[config.mk]
export PLATFORM = sky130hd
export DESIGN_NAME = interpol_4x
export DESIGN_NICKNAME = d
export VERILOG_FILES = /design/src/rtl/interpol_4x_pkg.sv /design/src/rtl/interpol_4x.sv
export SDC_FILE = /design/constraint.sdc
export NUM_CORES = 1
export LEC_CHECK = 0
export BUFFER_PORTS_ARGS = -buffer_cell sky130_fd_sc_hd__buf_4
export CAP_MARGIN = 25
export CORE_ASPECT_RATIO = 2
export CORE_MARGIN = 4
export CORE_UTILIZATION = 55
export DETAILED_ROUTE_END_ITERATION = 16
export PLACE_DENSITY = 0.77
export SYNTH_ARGS = -nofsm -noshare
export SYNTH_HDL_FRONTEND = slang
export SYNTH_SLANG_ARGS = --single-unit
[constraint.sdc]
create_clock -name clock -period 3.1 [get_ports clock]
set_clock_uncertainty 0.1 [all_clocks]
set_input_delay 0.465 -clock clock [delete_from_list [all_inputs] [get_ports clock]]
set_output_delay 0.465 -clock clock [all_outputs]
set_load 0.01 [all_outputs]
[src/rtl/interpol_4x_pkg.sv]
// Shared constants and types for the 4x linear interpolator.
package interpol_4x_pkg;

  localparam int DEFAULT_DATA_WIDTH = 18;
  localparam int PHASE_COUNT        = 4;

  typedef logic [1:0] phase_t;

  localparam phase_t PHASE_LAST = phase_t'(PHASE_COUNT - 1);

endpackage

[src/rtl/interpol_4x.sv]
// Linear 4x interpolator: one sample in per clkenin, four weighted blends of
// the last two samples out per input period on clken4x.
module interpol_4x
  import interpol_4x_pkg::*;
#(
  parameter int DATA_WIDTH = DEFAULT_DATA_WIDTH
) (
  input  logic                         clock,
  input  logic                         reset,
  input  logic                         clkenin,
  input  logic                         clken4x,
  input  logic signed [DATA_WIDTH-1:0] xkin,
  output logic signed [DATA_WIDTH-1:0] ykout
);

  localparam int SUM_WIDTH = DATA_WIDTH + 2;

  logic signed [DATA_WIDTH-1:0] samplea;
  logic signed [DATA_WIDTH-1:0] sampleb;
  phase_t                       phase;

  logic signed [SUM_WIDTH-1:0] aext;
  logic signed [SUM_WIDTH-1:0] bext;
  logic signed [SUM_WIDTH-1:0] weighted;

  assign aext = SUM_WIDTH'(samplea);
  assign bext = SUM_WIDTH'(sampleb);

  // (4-P)*A + P*B built from shifts and adds; two guard bits keep it exact.
  always_comb begin
    weighted = aext <<< 2;
    case (phase)
      2'd1:    weighted = (aext <<< 1) + aext + bext;
      2'd2:    weighted = (aext + bext) <<< 1;
      2'd3:    weighted = aext + (bext <<< 1) + bext;
      default: weighted = aext <<< 2;
    endcase
  end

  always_ff @(posedge clock or negedge reset) begin
    if (!reset) begin
      samplea <= '0;
      sampleb <= '0;
      phase   <= '0;
      ykout   <= '0;
    end else if (clkenin) begin
      samplea <= sampleb;
      sampleb <= xkin;
      phase   <= phase_t'(1);
      if (clken4x) begin
        ykout <= sampleb;
      end
    end else if (clken4x) begin
      // Dropping the two low bits is the floor-toward-minus-infinity divide by 4.
      ykout <= weighted[SUM_WIDTH-1:2];
      if (phase != PHASE_LAST) begin
        phase <= phase_t'(phase + 2'd1);
      end
    end
  end

endmodule

==> impl_metrics.ini <==
[drt]
drt_wl_total_mm = 20.8
vias = 6075
first_iter_violations = 408
ant_nets = 0
via_per_inst = 6.59
drcViolationCount = 0
wire_per_inst_um = 22.5
dr.pass1.iters = 6

[critical_path]
cp_top_family = adder cells
critPathSlowestCell = fa_1
end_kind = flop
worst-path-buf-inv = 1
cp_max_fo = 5
critPathKind = reg2reg
cp.depth = 10
reg2reg_from = sampleb[3]
worst_setup_path_start_kind = flop
crit_required_ns = 3.18
r2r_slack_ns = -0.11
max_stage_delay_ns = 0.58
crit_path_cell_trace = buf_6 > fa_1 > ha_4 > o21ai_4 > a211oi_4 > a2111oi_4 > nor4_4 > or4_4 > nand3_4 > a31oi_1
arrival_ns = 3.29
reg2reg_to = ykout[14]
endpoint = ykout[14]
r2r_cells = 10
critPathLaunch = sampleb[3]

[finish]
fin_nets = 895
area_growth_syn_to_layout_pct = 30.2
layout_commonest_cell = buf_4
mostFrequentLayoutCells = buf_4, ha_1, a21oi_1
n_antenna_cell = 0
layout-drive-gt1-share = 0.363
final_util = 0.733

[timing]
slew_violations = 0
post-route-period-util = 1.04
max_clock_freq_mhz = 312
post-route-min-period_ns = 3.21
finalSetupViolations = 9
slew_headroom = 0.468
fin_ws_ns = -0.110
hold_violations = 0
rsz0062_at_grt = yes
worst_pin_slew_ns = 0.799
holdWs_ns = 0.149

[yosys]
syn_area_per_cell_sq_um = 9.37
yosys_warnings = 0
yosysSeqAreaShare = 0.228
ys_types = 78
synth-async-reset-ratio = 1.00
synth_edf_count = 0
syn-num-nets = 771
synth_cells = 657
synth_area_sq_mm = 0.00616
synth_top_flop_cell = dfrtp_1
ys_ff_latch = 56

[power_and_ir_drop]
power_mw = 6.55
ir_worst_vdd_mv = 0.433
power_leakage_nw = 3.44
powerDensity_mw_per_mm2 = 817

[floorplanning]
die_area_sq_mm = 0.0131
rows = 54
num_io_pins = 40
core-area_sq_mm = 0.0109
die_h_um = 158
die-width_um = 82.8
start_util = 0.563

[global_route]
grt_pass1_wl_mm = 32.2
grt_max_degree = 63
grt_pass1_vias = 6417
grt_overflow = 0
grt_antenna_before_repair = 0
gr-usage-all-layers = 0.310

[placed_design]
portBuffers = 39
gp_congestion = 0.971
dp_hpwl_mm = 15.3

[clocking]
insertion_delay_ns = 0.30
cts.path.max_buffers = 2
cts.clk_slew.worst_paths_ns = 0.07
cts_tree = built
htreeDepth = 2
clock_sinks = 56
hold_buffers = 0
cts_buffers = 5
root_buffer = clkbuf_16

[outcome]
outcome = complete, but fails checks
violations = negative setup slack

[hold_path]
hold_path_class = in2async

[flow_run]
drv_cap = 0
repair_timing:
item | in CTS | in global routing
setup endpoints to repair | 13 | 14
resized for setup | 58 | 57
buffers inserted | 8 | 5
pin swaps | 38 | 34
how the worst min path moves through the flow:
stage                  start        to  slack [ns]  cells after the start
CTS                    reset  ykout[5]        0.17                      1
global placement    ykout[7]  ykout[7]        0.39                      1
detailed placement  ykout[7]  ykout[7]        0.39                      1
finish                 reset  ykout[5]        0.15                      1
floorplan              reset  phase[0]        0.07                      0
global route           reset  ykout[5]        0.19                      1
per-stage QoR:
step | TNS (ns) | area [sq um] | instances | setup slack (ns)
2_1_floorplan | 0 | 6170 | 657 | 0.0165
3_3_place_gp | -1.32 | 7240 | 902 | -0.208
3_5_place_dp | -2.13 | 7240 | 902 | -0.260
4_1_cts | -0.460 | 7690 | 918 | -0.0796
5_1_grt | -1.53 | 8020 | 922 | -0.217
6_report | -0.453 | 8020 | 922 | -0.110
layer usage:
metal	vias up	wire length [um]	track usage
li1	2711	-	-
met3	119	834	0.0307
met1	2999	6940	0.302
met2	246	11100	0.586
met4	0	1850	0.249
met5	-	0	0
power breakdown:
| group | internal [mW] | switching, mW | leakage (nW) |
|---|---|---|---|
| registers | 0.877 | 0.189 | 0.640 |
| clock network | 0.324 | 0.278 | 0.0712 |
| logic | 2.25 | 2.63 | 2.72 |
| total | 3.45 | 3.10 | 3.44 |
synthesized netlist by cell type, types with 5 or more instances:
library cell,n,area [sq um]
xnor2_1,18,158
nor2b_1,12,75.1
nand2_1,41,154
o21a_1,7,52.6
nor2_1,39,146
clkbuf_1,21,78.8
ha_1,55,688
a211oi_1,10,75.1
a221o_1,7,70.1
a31oi_1,15,93.8
a21oi_1,52,260
mux2i_1,7,70.1
fa_1,37,741
nand4_1,7,43.8
o21ai_1,6,30.0
o21bai_1,6,45.0
inv_1,25,93.8
buf_2,5,25.0
dfrtp_1,56,1400
a221oi_1,10,87.6
o21ai_0,41,205
and3_1,6,37.5
a21o_1,16,120
o22ai_1,7,43.8
xor2_1,13,114
nor3_1,13,65.1
mux2_2,31,349
nand3_1,10,50.1
nand2b_1,5,31.3
state kept, by name, summed over array words and instances (netlist names):
| signal | flops |
|---|---|
| ykout | 18 |
| sampleb | 18 |
| phase | 2 |
| samplea | 18 |
final cells by class:
cell class,instances,area (sq um)
Clock buffer,8,146
Fill cell,810,2930
Inverter,25,93.8
Multi-Input combinational cell,548,5070
Sequential cell,56,1420
Tap cell,140,175
Timing Repair Buffer,145,1110
kinds of logic (layout without fill, tap and decap cells):
logic type	count (synthesis)	count (layout)	synth area share
flip-flops	56	56	0.228
buffers and inverters	53	178	0.0333
adder cells (fa/ha/maj)	92	92	0.232
multiplexers	38	38	0.0681
XOR/XNOR	31	31	0.0441
AO/OA/AOI/OAI	225	225	0.261
AND/OR/NAND/NOR	162	162	0.134
(Power assumes the default switching activity.)
